### src/rtl/icache_axi_refill_if.sv
// Signal bundle between the icache line-refill engine, its icache client and the AXI4 read channels.
// The master modport is the refill engine's view; slave is the icache/memory side.
interface icache_axi_refill_if #(
  parameter int unsigned ADDR_W = 32,
  parameter int unsigned BEAT_W = 32,
  parameter int unsigned BEATS  = 8
);
  logic                    req_en;
  logic [ADDR_W-1:0]       req_addr;
  logic                    busy;
  logic                    resp_en;
  logic [BEATS*BEAT_W-1:0] resp_data;
  logic                    resp_err;

  logic                    arvalid;
  logic                    arready;
  logic [ADDR_W-1:0]       araddr;
  logic [3:0]              arid;
  logic [7:0]              arlen;
  logic [2:0]              arsize;
  logic [1:0]              arburst;

  logic                    rvalid;
  logic                    rready;
  logic [BEAT_W-1:0]       rdata;
  logic [1:0]              rresp;
  logic                    rlast;

  modport master (
    input  req_en, req_addr, arready, rvalid, rdata, rresp, rlast,
    output busy, resp_en, resp_data, resp_err,
           arvalid, araddr, arid, arlen, arsize, arburst, rready
  );

  modport slave (
    output req_en, req_addr, arready, rvalid, rdata, rresp, rlast,
    input  busy, resp_en, resp_data, resp_err,
           arvalid, araddr, arid, arlen, arsize, arburst, rready
  );
endinterface

### src/rtl/icache_axi_refill.sv
// Icache line-refill engine: one AXI4 INCR burst per miss, beats packed into a line
// and returned to the icache with a single-cycle valid pulse.
module icache_axi_refill #(
  parameter int unsigned ADDR_W = 32,
  parameter int unsigned BEAT_W = 32,
  parameter int unsigned BEATS  = 8,
  parameter logic [3:0]  AXI_ID = 4'h0
) (
  input  logic                clk,
  input  logic                rst_n,
  icache_axi_refill_if.master bus
);

  localparam int unsigned       LINE_W   = BEATS * BEAT_W;
  localparam int unsigned       CNT_W    = (BEATS > 1) ? $clog2(BEATS) : 1;
  localparam int unsigned       OFF_W    = $clog2(LINE_W / 8);
  localparam logic [ADDR_W-1:0] OFF_MASK = ADDR_W'((64'd1 << OFF_W) - 64'd1);
  localparam logic [CNT_W-1:0]  LAST_CNT = CNT_W'(BEATS - 1);

  typedef enum logic [3:0] {
    S_IDLE  = 4'b0001,
    S_AR    = 4'b0010,
    S_RDATA = 4'b0100,
    S_DONE  = 4'b1000
  } state_e;

  state_e              state_q, state_d;
  logic [ADDR_W-1:0]   araddr_q, araddr_d;
  logic [CNT_W-1:0]    cnt_q, cnt_d;
  logic                err_q, err_d;
  logic [LINE_W-1:0]   line_q, line_d;

  logic                req_accept;
  logic                r_fire;
  logic                last_beat;

  assign req_accept = (state_q == S_IDLE) && bus.req_en;
  assign r_fire     = (state_q == S_RDATA) && bus.rvalid;
  assign last_beat  = (cnt_q == LAST_CNT);

  // State register
  always_ff @(posedge clk or negedge rst_n) begin
    if (!rst_n) begin
      state_q <= S_IDLE;
    end else begin
      state_q <= state_d;
    end
  end

  // Next-state logic; termination counts beats, rlast only feeds the error flag
  always_comb begin
    state_d = state_q;
    case (state_q)
      S_IDLE:  if (bus.req_en) state_d = S_AR;
      S_AR:    if (bus.arready) state_d = S_RDATA;
      S_RDATA: if (bus.rvalid && last_beat) state_d = S_DONE;
      S_DONE:  state_d = S_IDLE;
      default: state_d = S_IDLE;
    endcase
  end

  // Outputs decoded purely from registered state
  always_comb begin
    bus.busy     = 1'b0;
    bus.arvalid  = 1'b0;
    bus.rready   = 1'b0;
    bus.resp_en  = 1'b0;
    bus.resp_err = 1'b0;
    case (state_q)
      S_AR: begin
        bus.busy    = 1'b1;
        bus.arvalid = 1'b1;
      end
      S_RDATA: begin
        bus.busy   = 1'b1;
        bus.rready = 1'b1;
      end
      S_DONE: begin
        bus.busy     = 1'b1;
        bus.resp_en  = 1'b1;
        bus.resp_err = err_q;
      end
      default: ;
    endcase
  end

  // Datapath: line-aligned address, beat counter, sticky error, line register
  always_comb begin
    araddr_d = araddr_q;
    cnt_d    = cnt_q;
    err_d    = err_q;
    line_d   = line_q;
    if (req_accept) begin
      araddr_d = bus.req_addr & ~OFF_MASK;
      cnt_d    = '0;
      err_d    = 1'b0;
    end
    if (r_fire) begin
      cnt_d = cnt_q + CNT_W'(1);
      err_d = err_q | (bus.rresp != 2'b00) | (bus.rlast != last_beat);
      for (int unsigned i = 0; i < BEATS; i++) begin
        if (cnt_q == CNT_W'(i)) begin
          line_d[i*BEAT_W +: BEAT_W] = bus.rdata;
        end
      end
    end
  end

  // The line register doubles as resp_data, so the last line stays visible until
  // the first beat of the next burst overwrites slot 0.
  always_ff @(posedge clk or negedge rst_n) begin
    if (!rst_n) begin
      araddr_q <= '0;
      cnt_q    <= '0;
      err_q    <= 1'b0;
      line_q   <= '0;
    end else begin
      araddr_q <= araddr_d;
      cnt_q    <= cnt_d;
      err_q    <= err_d;
      line_q   <= line_d;
    end
  end

  assign bus.araddr    = araddr_q;
  assign bus.resp_data = line_q;
  assign bus.arid      = AXI_ID;
  assign bus.arlen     = 8'(BEATS - 1);
  assign bus.arsize    = 3'($clog2(BEAT_W / 8));
  assign bus.arburst   = 2'b01;

endmodule
### src/flat_wrapper.sv
// flat-port wrapper written by rule: the top's interface ports become plain ports
module icache_axi_refill_flat 
#(
  parameter int unsigned ADDR_W = 32,
  parameter int unsigned BEAT_W = 32,
  parameter int unsigned BEATS  = 8,
  parameter logic [3:0]  AXI_ID = 4'h0
)
  (clk, rst_n, bus_req_en, bus_req_addr, bus_arready, bus_rvalid, bus_rdata, bus_rresp, bus_rlast, bus_busy, bus_resp_en, bus_resp_data, bus_resp_err, bus_arvalid, bus_araddr, bus_arid, bus_arlen, bus_arsize, bus_arburst, bus_rready);
  icache_axi_refill_if #(.ADDR_W(ADDR_W), .BEAT_W(BEAT_W), .BEATS(BEATS)) bus_i ();
  input  logic clk;
  input  logic rst_n;
  input wire logic [$bits(bus_i.req_en)-1:0] bus_req_en;
  input wire logic [$bits(bus_i.req_addr)-1:0] bus_req_addr;
  input wire logic [$bits(bus_i.arready)-1:0] bus_arready;
  input wire logic [$bits(bus_i.rvalid)-1:0] bus_rvalid;
  input wire logic [$bits(bus_i.rdata)-1:0] bus_rdata;
  input wire logic [$bits(bus_i.rresp)-1:0] bus_rresp;
  input wire logic [$bits(bus_i.rlast)-1:0] bus_rlast;
  output wire logic [$bits(bus_i.busy)-1:0] bus_busy;
  output wire logic [$bits(bus_i.resp_en)-1:0] bus_resp_en;
  output wire logic [$bits(bus_i.resp_data)-1:0] bus_resp_data;
  output wire logic [$bits(bus_i.resp_err)-1:0] bus_resp_err;
  output wire logic [$bits(bus_i.arvalid)-1:0] bus_arvalid;
  output wire logic [$bits(bus_i.araddr)-1:0] bus_araddr;
  output wire logic [$bits(bus_i.arid)-1:0] bus_arid;
  output wire logic [$bits(bus_i.arlen)-1:0] bus_arlen;
  output wire logic [$bits(bus_i.arsize)-1:0] bus_arsize;
  output wire logic [$bits(bus_i.arburst)-1:0] bus_arburst;
  output wire logic [$bits(bus_i.rready)-1:0] bus_rready;
  assign bus_i.req_en = bus_req_en;
  assign bus_i.req_addr = bus_req_addr;
  assign bus_i.arready = bus_arready;
  assign bus_i.rvalid = bus_rvalid;
  assign bus_i.rdata = bus_rdata;
  assign bus_i.rresp = bus_rresp;
  assign bus_i.rlast = bus_rlast;
  assign bus_busy = bus_i.busy;
  assign bus_resp_en = bus_i.resp_en;
  assign bus_resp_data = bus_i.resp_data;
  assign bus_resp_err = bus_i.resp_err;
  assign bus_arvalid = bus_i.arvalid;
  assign bus_araddr = bus_i.araddr;
  assign bus_arid = bus_i.arid;
  assign bus_arlen = bus_i.arlen;
  assign bus_arsize = bus_i.arsize;
  assign bus_arburst = bus_i.arburst;
  assign bus_rready = bus_i.rready;
  icache_axi_refill #(.ADDR_W(ADDR_W), .BEAT_W(BEAT_W), .BEATS(BEATS), .AXI_ID(AXI_ID)) u_core (.clk(clk), .rst_n(rst_n), .bus(bus_i));
endmodule
### config.mk
export PLATFORM = sky130hd
export DESIGN_NAME = icache_axi_refill_flat
export DESIGN_NICKNAME = d
export VERILOG_FILES = /design/src/rtl/icache_axi_refill_if.sv /design/src/rtl/icache_axi_refill.sv /design/src/flat_wrapper.sv
export SDC_FILE = /design/constraint.sdc
export NUM_CORES = 1
export LEC_CHECK = 0
export BUFFER_PORTS_ARGS = -buffer_cell sky130_fd_sc_hd__buf_4
export CAP_MARGIN = 10
export CORE_MARGIN = 2
export CORE_UTILIZATION = 53
export CTS_BUF_LIST = sky130_fd_sc_hd__clkbuf_4
export DETAILED_ROUTE_END_ITERATION = 12
export PLACE_DENSITY = 0.9
export SYNTH_ARGS = -nofsm -noshare
export SYNTH_HDL_FRONTEND = slang
export SYNTH_SLANG_ARGS = --single-unit
### constraint.sdc
create_clock -name clk -period 2.1 [get_ports clk]
set_input_delay 0.21 -clock clk [delete_from_list [all_inputs] [get_ports clk]]
set_output_delay 0.21 -clock clk [all_outputs]
set_load 0.005 [all_outputs]
==> results of run 1 <==
[per-layer routing]
layer | up-vias | GRT usage [%]
met5 | - | 0
met4 | 0 | 10.8
met3 | 60 | 7.40
met2 | 300 | 47.2
met1 | 3967 | 32.8
li1 | 3377 | -
[kinds of logic after synthesis]
family	after synthesis	synth area share, %
AND/OR/NAND/NOR	23	1.66
adder cells (fa/ha/maj)	6	0.639
XOR/XNOR	2	0.149
AO/OA/AOI/OAI	10	0.575
other	2	0.0639
flip-flops	291	62.0
multiplexers	284	31.0
buffers and inverters	61	3.89
[flip-flops by register name, indices dropped and copies added (netlist names)]
signal / cells
u_core.cnt_q: 3
u_core.bus.araddr: 27
u_core.err_q: 1
u_core.bus.resp_data: 256
u_core.state_q: 4
[through the flow]
stage	total power, µW	cell area, µm²	hold slack (ps)	setup slack [ps]
2_1_floorplan	10500	11800	-85.6	241
3_3_place_gp	13800	14800	108	178
3_5_place_dp	14100	14800	113	125
4_1_cts	19200	16400	31.1	30.0
5_1_grt	20100	16500	91.4	0.997
6_report	19100	16500	113	71.2
[layout make-up]
| class | count | area (µm²) |
|---|---|---|
| Clock inverter | 13 | 105 |
| Multi-Input combinational cell | 347 | 4120 |
| Antenna cell | 1 | 2.50 |
| Clock buffer | 113 | 848 |
| Fill cell | 1269 | 5370 |
| Tap cell | 280 | 350 |
| Sequential cell | 291 | 7280 |
| Timing Repair Buffer | 453 | 3720 |
| Inverter | 6 | 22.5 |
[where the power goes]
group	total, µW	leakage [µW]	internal [µW]	switching [µW]
clock	4940	0.000568	2600	2350
combinational	5820	0.00450	3870	1950
sequential	8380	0.00380	7310	1080
[critical path: cells and delay by family, from the launching register on]
kind | cells | cell delay (ps)
AND/OR/NAND/NOR | 3 | 350
buffers and inverters | 2 | 500
flip-flops | 1 | 650
multiplexers | 1 | 380
[timing repair]
action	4_1_cts	5_1_grt
endpoints found under the hold margin	577	0
hold buffers	67	0
endpoints found under the setup margin	2	8
pin swaps	0	2
buffers inserted	1	2
gates resized for setup	2	2
[placed cells by master (no fill, tap or decap), types with 4 or more instances in the layout]
cell | synthesis | routed
buf_4 | 22 | 372
dfrtp_1 | 290 | 290
mux2_2 | 164 | 164
mux2_4 | 120 | 120
clkbuf_4 | 0 | 113
dlygate4sd3_1 | 0 | 67
conb_1 | 2 | 22
buf_12 | 0 | 11
inv_1 | 6 | 6
ha_1 | 6 | 6
clkinv_1 | 0 | 5
nand3_4 | 4 | 4
[worst max path at each step]
stage / to / slack, ps / cells after the start
finish: u_core.bus.resp_data[192] / 70 / 6
global route: bus_resp_err / 1 / 4
CTS: bus_resp_err / 30 / 4
detailed placement: u_core.bus.resp_data[192] / 120 / 6
global placement: u_core.bus.resp_data[64] / 180 / 6
floorplan: u_core.bus.resp_data[129] / 240 / 7
==> reports/qor.txt, run 1 <==
root buffer cell: clkbuf_4
# nets final: 1254
Sum Neg Setup Slack: 0 ps
first-pass GRT wire length: 50000 µm
CTS tree: yes
WL/cell: 21.3 µm
Slew @ Worst Pin: 509 ps
Non-Filler Instances: 1504
largest area contributor in the netlist: dfrtp_1
Core ar.: 0.0218 mm²
maximum fanout along the worst path: 22
YS warnings: 0
area share of the largest cell type after synthesis: 61.8%
slowest cell delay on critical path: 650 ps
Commonest cells post-synth: dfrtp_1 (290), mux2_2 (164), mux2_4 (120)
fraction of registers with async set/reset: 100%
port bufs: 354
WP data arrival: 2560 ps
Leakage Power: 0.00888 µW
met3 WL: 1970 µm
uppermost routed layer: met4
Longest Clk Path Bufs: 3
slew margin rel.: 66.0%
max-slew violation count: 0
Area Growth Syn to Fin: 40.0%
# setup viols final: 0
Post-synth EDFFs: 0
Vias/cell: 5.12
most common cell in the synthesized netlist: dfrtp_1
# H-tree levels: 3
sink of the worst hold path: u_core.err_q
synth top area cells: dfrtp_1 (62%), mux2_2 (16%), mux2_4 (15%)
fraction of layout instances using a drive strength above 1: 65.7%
# clock sinks: 291
achievable frequency: 493 MHz
Post-Synthesis Cells: 679
CP endpoint kind: register
#FFs+latches synth: 291
Reg-to-Reg Start: u_core.state_q[0]
largest net degree at the start of global routing: 75
reg2reg setup slack: 70 ps
I/O pin count: 382
Seq/Total Area, Yosys: 62.0%
Crit Path Category: register to register
max-cap violations: 0
clk_lat worst skew: 690 ps
R2R depth: 6
routability cong.: 0.798
Detail Route Antenna Nets: 0
Total GRT Usage: 27.3%
CP required: 2630 ps
mean area per synthesized cell: 17.3 µm²
die area: 0.0234 mm²
crit path launch: u_core.state_q[0]
final core utilization: 75.4%
Synth cell types: 34
CTS buffer count: 77
outcome: complete, no violations
Hold Path Origin: bus_rlast
dpl hpwl: 20500 µm
Crit-path slowest cell: dfstp_2
crit-path cells: nor4b_4 -> and2_1 -> buf_12 -> nand3_2 -> buf_4 -> mux2_2
Rows: 54
Remaining Overflow, GRT: 0
DRT iter0 DRCs: 246
Power Density: 1160 mW/mm²
CP Launch Type: register
WL final: 32000 µm
antenna violations before repair: 1
skew final: 62.0 ps
top_reg_cell synth: dfrtp_1
RR Endpoint: u_core.bus.resp_data[192]
peak supply drop: 0.806 mV
die width: 153 µm
clock-pin slew on the worst setup and hold paths: 70 ps
Starting Density: 53.8%
Hold Crit Depth: 5
Final Critical Period: 2030 ps
vias in the first global route: 8632
Placed Cells: 1307
Post-Syn Area: 0.0118 mm²
RSZ-0062 raised after global routing: no
WL met1: 12600 µm
final hold vios: 0
Detailed Routing Iterations Pass 1: 4
Final Cycle Share: 96.6%
worst hold path class: input port to register
Die Ht: 153 µm
metal2 WL: 16500 µm
via count: 7704
DRC: 0
Power figures use the tool's default switching activity.
==> run 2, diff against run 1 <==
--- a/config.mk
+++ b/config.mk
@@ -11,7 +11,7 @@
 export CORE_UTILIZATION = 53
 export CTS_BUF_LIST = sky130_fd_sc_hd__clkbuf_4
 export DETAILED_ROUTE_END_ITERATION = 12
-export PLACE_DENSITY = 0.9
+export PLACE_DENSITY_LB_ADDON = 0.05
 export SYNTH_ARGS = -nofsm -noshare
 export SYNTH_HDL_FRONTEND = slang
 export SYNTH_SLANG_ARGS = --single-unit
==> run 2 against run 1 <==
Sequential share of layout area is 0.28 points higher. Largest cell class unchanged. Flip-flop and latch count unchanged. Highest routed layer unchanged. Critical endpoint is now u_core.bus.resp_data[66]. Critical path depth rose by 1. Final area is 0.62% lower. Critical path type unchanged.
==> reports/qor.txt, run 2 (same netlist as run 1, synthesis figures left out) <==
outcome: complete, no violations (unchanged)
Clk pwr share: 24.5% (was 25.8%)
maximum fanout along the worst path: 14 (was 22)
Sequential Power Share: 44.5% (was 43.8%)
root buffer cell: clkbuf_4 (unchanged)
max-cap violations: 0 (unchanged)
# setup viols final: 0 (unchanged)
commonest cells after routing, fill and taps aside: buf_4 (372), dfrtp_1 (290), mux2_2 (164), mux2_4 (120), clkbuf_4 (111) (was buf_4 (372), dfrtp_1 (290), mux2_2 (164), mux2_4 (120), clkbuf_4 (113))
max-slew violation count: 0 (unchanged)
Area Growth Syn to Fin: 39.1% (was 40.0%)
final core utilization: 74.9% (was 75.4%)
CP Launch Type: register (unchanged)
Vias/cell: 5.02 (was 5.12)
Rows: 54 (unchanged)
I/O pin count: 382 (unchanged)
Final Cycle Share: 95.4% (was 96.6%)
Logic pwr share: 31.1% (was 30.4%)
Crit-path slowest cell: dfrtp_1 (was dfstp_2)
largest net degree at the start of global routing: 61 (was 75)
port bufs: 354 (unchanged)
antenna violations before repair: 2 (was 1)
peak supply drop: 0.731 mV (was 0.806 mV)
reg2reg setup slack: 100 ps (was 70 ps)
Non-Filler Instances: 1502 (was 1504)
CTS buffer count: 77 (unchanged)
CP required: 2620 ps (was 2630 ps)
CP most frequent cell: buf_4
clk_lat worst skew: 650 ps (was 690 ps)
final hold vios: 0 (unchanged)
Detail Route Antenna Nets: 0 (unchanged)
Die Ht: 153 µm (unchanged)
die width: 153 µm (unchanged)
Starting Density: 53.8% (unchanged)
dpl hpwl: 19800 µm (was 20500 µm)
max reg flops: 256 (unchanged)
Core ar.: 0.0218 mm² (unchanged)
commonest non-fill, non-tap cell in the layout: buf_4 (unchanged)
P_sw: 5100 µW (was 5370 µW)
via count: 7541 (was 7704)
WP buf/inv: 3 (was 2)
WL/cell: 20.0 µm (was 21.3 µm)
clock-pin slew on the worst setup and hold paths: 60 ps (was 70 ps)
Final Critical Period: 2000 ps (was 2030 ps)
# nets final: 1251 (was 1254)
slowest cell delay on critical path: 380 ps (was 650 ps)
CTS tree: yes (unchanged)
Detailed Routing Iterations Pass 1: 4 (unchanged)
die area: 0.0234 mm² (unchanged)
routability cong.: 0.760 (was 0.798)
vias in the first global route: 8279 (was 8632)
Total GRT Usage: 25.8% (was 27.3%)
worst hold path class: input port to asynchronous set/reset pin (was input port to register)
CP endpoint kind: register (unchanged)
WL final: 30100 µm (was 32000 µm)
Longest Clk Path Bufs: 3 (unchanged)
Remaining Overflow, GRT: 0 (unchanged)
# H-tree levels: 3 (unchanged)
Int Power: 13600 µW (was 13800 µW)
Placed Cells: 1308 (was 1307)
WP data arrival: 2520 ps (was 2560 ps)
cell family with the largest share of critical-path delay: simple AND/OR/NAND/NOR gates (was flip-flops)
# clock sinks: 291 (unchanged)
Sw Share: 27.3% (was 28.1%)
Crit Path Category: register to register (unchanged)
first-pass GRT wire length: 47200 µm (was 50000 µm)
skew final: 23.9 ps (was 62.0 ps)
crit-path cells: buf_4 -> nor4b_4 -> and2_1 -> buf_12 -> nand3_4 -> buf_4 -> mux2_4 (was nor4b_4 -> and2_1 -> buf_12 -> nand3_2 -> buf_4 -> mux2_2)
Leakage Power: 0.00883 µW (was 0.00888 µW)
achievable frequency: 499 MHz (was 493 MHz)
Power Density: 1140 mW/mm² (was 1160 mW/mm²)
DRC: 0 (unchanged)
DRT iter0 DRCs: 205 (was 246)
fraction of layout instances using a drive strength above 1: 65.1% (was 65.7%)
run 2: cell types whose count changed in the layout (fill, tap and decap cells not counted), sizes merged:
| cell | previous run | this run |
|---|---|---|
| buf | 386 | 385 |
| bufinv | 1 | 0 |
| clkbuf | 113 | 111 |
| clkinv | 8 | 12 |
| clkinvlp | 1 | 0 |
| diode | 1 | 3 |
| dlygate4sd3 | 67 | 65 |
| inv | 9 | 8 |
run 2: worst reg2reg max path, delay by kind of cell (launching register included):
family / cells / cell delay (ps)
buf+inv: 3 / 560
flops: 1 / 380
mux: 1 / 330
simple gates: 3 / 600
run 2: timing repair:
item                                   4_1_cts  5_1_grt
pin swaps                                    0        1
endpoints found under the hold margin      577        0
buffers inserted                             0        1
resized for setup                            1        3
setup endpoints to repair                    1        2
hold buffers                                65        0
run 2: power groups by stage:
stage | Combinational [µW] | Sequential, µW | Clock [µW]
after floorplan | 2170 | 8340 | 0
after global placement | 5620 | 8290 | 0
after detailed placement | 5720 | 8350 | 0
after CTS | 5820 | 8280 | 4720
after global routing | 6170 | 8510 | 5040
final | 5800 | 8300 | 4570
run 2: final timing paths:
| kind | to | start | cells past startpoint |
|---|---|---|---|
| min in group clk | u_core.err_q | bus_rlast | 5 |
| worst min-delay path | u_core.bus.resp_data[28] | rst_n | 2 |
| worst max register to register | u_core.bus.resp_data[66] | u_core.state_q[1] | 7 |
| worst max-delay path | u_core.bus.resp_data[66] | u_core.state_q[1] | 7 |
| max in group asynchronous | u_core.state_q[0] | rst_n | 3 |
| worst min register to register | u_core.err_q | u_core.err_q | 2 |
run 2: cell type report:
cell class | count | area, µm²
sequential | 291 | 7280
fill | 1425 | 5470
multi-input combinational | 347 | 4120
timing repair buffer | 450 | 3680
clock buffer | 111 | 833
tap | 280 | 350
clock inverter | 14 | 52.6
inverter | 6 | 22.5
antenna | 3 | 7.51
run 2: stage by stage:
stage | area [µm²] | setup slack [ps] | setup TNS, ps | total power [µW] | hold slack, ps
3_5_place_dp | 14800 | 197 | 0 | 14100 | 171
4_1_cts | 16300 | 12.0 | 0 | 18800 | 8.33
6_report | 16300 | 96.1 | 0 | 18700 | 49.2
2_1_floorplan | 11800 | 241 | 0 | 10500 | -85.6
5_1_grt | 16300 | -11.0 | -11.0 | 19700 | 33.7
3_3_place_gp | 14800 | 215 | 0 | 13900 | 171
run 2: metal layers:
layer | global-route usage (%) | up-vias | part of all wire, %
met5 | 0 | - | 0
met4 | 10.5 | 0 | 3.2
met3 | 8.00 | 64 | 7.0
met2 | 42.0 | 311 | 49
met1 | 32.5 | 3781 | 41
li1 | - | 3385 | -
==> run 3, diff against run 2 <==
--- a/config.mk
+++ b/config.mk
@@ -7,10 +7,11 @@
 export LEC_CHECK = 0
 export BUFFER_PORTS_ARGS = -buffer_cell sky130_fd_sc_hd__buf_4
 export CAP_MARGIN = 10
-export CORE_MARGIN = 2
 export CORE_UTILIZATION = 53
 export CTS_BUF_LIST = sky130_fd_sc_hd__clkbuf_4
 export DETAILED_ROUTE_END_ITERATION = 12
+export GPL_TIMING_DRIVEN = 0
+export MAX_ROUTING_LAYER = met4
 export PLACE_DENSITY_LB_ADDON = 0.05
 export SYNTH_ARGS = -nofsm -noshare
 export SYNTH_HDL_FRONTEND = slang
==> run 3 against run 2 <==
Final cell count increased by 1.7%. Die area decreased by 2.6%. Via count increased by 0.69%. Count of clock-buffer cells in the layout increased by 2. Sequential share of layout area decreased by 0.49 points. Core utilization increased by 1.1 points. Clock power increased by 5.3%. Sequential power about the same. Routed wire length decreased by 0.55%. Non-clock buffer count increased by 27. Hold slack improved by 1.1 ps.
==> reports/qor.txt, run 3 (same netlist as run 1, synthesis figures left out) <==
DRC: 0 (unchanged)
CTS buffer count: 76 (was 77)
WP data arrival: 2570 ps (was 2520 ps)
Final Critical Period: 2050 ps (was 2000 ps)
maximum fanout along the worst path: 10 (was 14)
RSZ-0062 raised after global routing: yes
WL final: 29900 µm (was 30100 µm)
slew margin rel.: 44.7%
root buffer cell: clkbuf_4 (unchanged)
largest net degree at the start of global routing: 114 (was 61)
Layout Cell Area excl Fill: 0.0165 mm² (was 0.0163 mm²)
outcome: complete, no violations (unchanged)
die width: 151 µm (was 153 µm)
Starting Density: 54.0% (was 53.8%)
# setup viols final: 0 (unchanged)
WHS: 50.3 ps (was 49.2 ps)
die area: 0.0228 mm² (was 0.0234 mm²)
WL/cell: 19.6 µm (was 20.0 µm)
Final WS setup: 51.6 ps (was 96.1 ps)
vias in the first global route: 7934 (was 8279)
Slew @ Worst Pin: 829 ps
Most Used Layer, Global Route: met2 (unchanged)
max reg flops: 256 (unchanged)
clk_lat worst skew: 670 ps (was 650 ps)
Vias/cell: 4.97 (was 5.02)
Total GRT Usage: 27.0% (was 25.8%)
Remaining Overflow, GRT: 0 (unchanged)
Area Growth Syn to Fin: 40.7% (was 39.1%)
Crit Path Category: register to register (unchanged)
GR Util met2: 42.2% (was 42.0%)
Core ar.: 0.0218 mm² (about the same)
Leakage Power: 0.00898 µW (was 0.00883 µW)
skew final: 35.7 ps (was 23.9 ps)
met3 GRT Util: 7.53% (was 8.00%)
Detail Route Antenna Nets: 0 (unchanged)
fraction of layout instances using a drive strength above 1: 66.2% (was 65.1%)
minimum setup slack after placement: -155 ps (was 197 ps)
max-slew violation count: 0 (unchanged)
# clock sinks: 291 (unchanged)
antenna violations before repair: 1 (was 2)
Die Ht: 151 µm (was 153 µm)
max-cap violations: 0 (unchanged)
CP required: 2620 ps (about the same)
CTS tree: yes (unchanged)
worst hold path class: input port to register (was input port to asynchronous set/reset pin)
port bufs: 354 (unchanged)
FILL cells: 1419 (was 1425)
commonest cells after routing, fill and taps aside: buf_4 (381), dfrtp_1 (289), mux2_2 (164), mux2_4 (120), clkbuf_4 (115) (was buf_4 (372), dfrtp_1 (290), mux2_2 (164), mux2_4 (120), clkbuf_4 (111))
clock-pin slew on the worst setup and hold paths: 60 ps (about the same)
CP endpoint kind: register (unchanged)
# H-tree levels: 3 (unchanged)
# nets final: 1277 (was 1251)
dpl hpwl: 19600 µm (was 19800 µm)
GR Util met1: 32.9% (was 32.5%)
DRT iter0 DRCs: 265 (was 205)
final hold vios: 0 (unchanged)
Power Density: 1140 mW/mm² (about the same)
commonest non-fill, non-tap cell in the layout: buf_4 (unchanged)
achievable frequency: 488 MHz (was 499 MHz)
placed cell areas: 0.0149 mm² (was 0.0148 mm²)
Final Cycle Share: 97.5% (was 95.4%)
via count: 7593 (was 7541)
I/O pin count: 382 (unchanged)
CP Launch Type: register (unchanged)
Detailed Routing Iterations Pass 1: 4 (unchanged)
Power, Total: 18900 µW (was 18700 µW)
routability cong.: 0.749 (was 0.760)
Rows: 54 (unchanged)
Longest Clk Path Bufs: 3 (unchanged)
peak supply drop: 0.866 mV (was 0.731 mV)
first-pass GRT wire length: 44400 µm (was 47200 µm)
## run 3: cell types whose count changed in the layout (fill, tap and decap cells not counted), sizes merged
cell and delta:
buf +25, clkinv -6, clkbuf +4, inv +2, bufinv +1, diode -1
## run 3: path summary, 6_finish.rpt
path / from / endpoint / slack (ps) / cells past startpoint
setup / recovery: u_core.state_q[1] / u_core.bus.resp_data[242] / 50 / 5
hold / removal: bus_rlast / u_core.err_q / 50 / 5
setup reg to reg: u_core.state_q[1] / u_core.bus.resp_data[242] / 50 / 5
hold reg to reg: u_core.bus.resp_data[107] / u_core.bus.resp_data[107] / 500 / 1
max in group asynchronous: rst_n / u_core.bus.resp_data[64] / 810 / 3
min in group asynchronous: rst_n / u_core.bus.resp_data[74] / 170 / 2
## run 3: area by class of cell
type / count / area, µm² / area share (%)
sequential: 291 / 7280 / 44.1
multi-input combinational: 347 / 4100 / 24.8
timing repair buffer: 424 / 3390 / 20.5
clock buffer: 113 / 848 / 5.13
buffer: 53 / 468 / 2.83
tap: 280 / 350 / 2.12
clock inverter: 11 / 67.6 / 0.409
inverter: 6 / 22.5 / 0.136
antenna: 2 / 5.00 / 0.0303
## run 3: through the flow
stage	setup TNS, ps	utilization (%)	instances
floorplan	0	-	699
global placement	-508480	68.2	1333
detailed placement	-3670	68.5	1335
CTS	0	75.7	1522
global route	-8.59	76.0	1527
finish	0	76.0	1527
## run 3: power by group
| group | internal (µW) | leakage (µW) | switching, µW | total [µW] |
|---|---|---|---|---|
| registers | 7300 | 0.00380 | 968 | 8270 |
| logic | 3870 | 0.00462 | 1960 | 5820 |
| clock network | 2560 | 0.000560 | 2260 | 4810 |
| total | 13700 | 0.00898 | 5180 | 18900 |
## run 3: per-layer routing
| metal | share of wire (%) | up-vias |
|---|---|---|
| li1 | - | 3417 |
| met1 | 41 | 3821 |
| met2 | 49 | 293 |
| met3 | 7.2 | 62 |
| met4 | 3.0 | 0 |
| met5 | 0 | - |
## run 3: repair_timing
item / 4_1_cts / 5_1_grt
resized for setup: 3 / 12
endpoints found under the hold margin: 392 / 0
endpoints found under the setup margin: 31 / 180
pin swaps: 0 / 0
hold buffers: 65 / 0
setup buffers: 0 / 3
## run 3: critical path: stages, from the launching register on
cell	delay (ps)
dfrtp_1	380
buf_6	140
nor4b_4	320
and3_1	400
buf_4	290
mux2_2	360
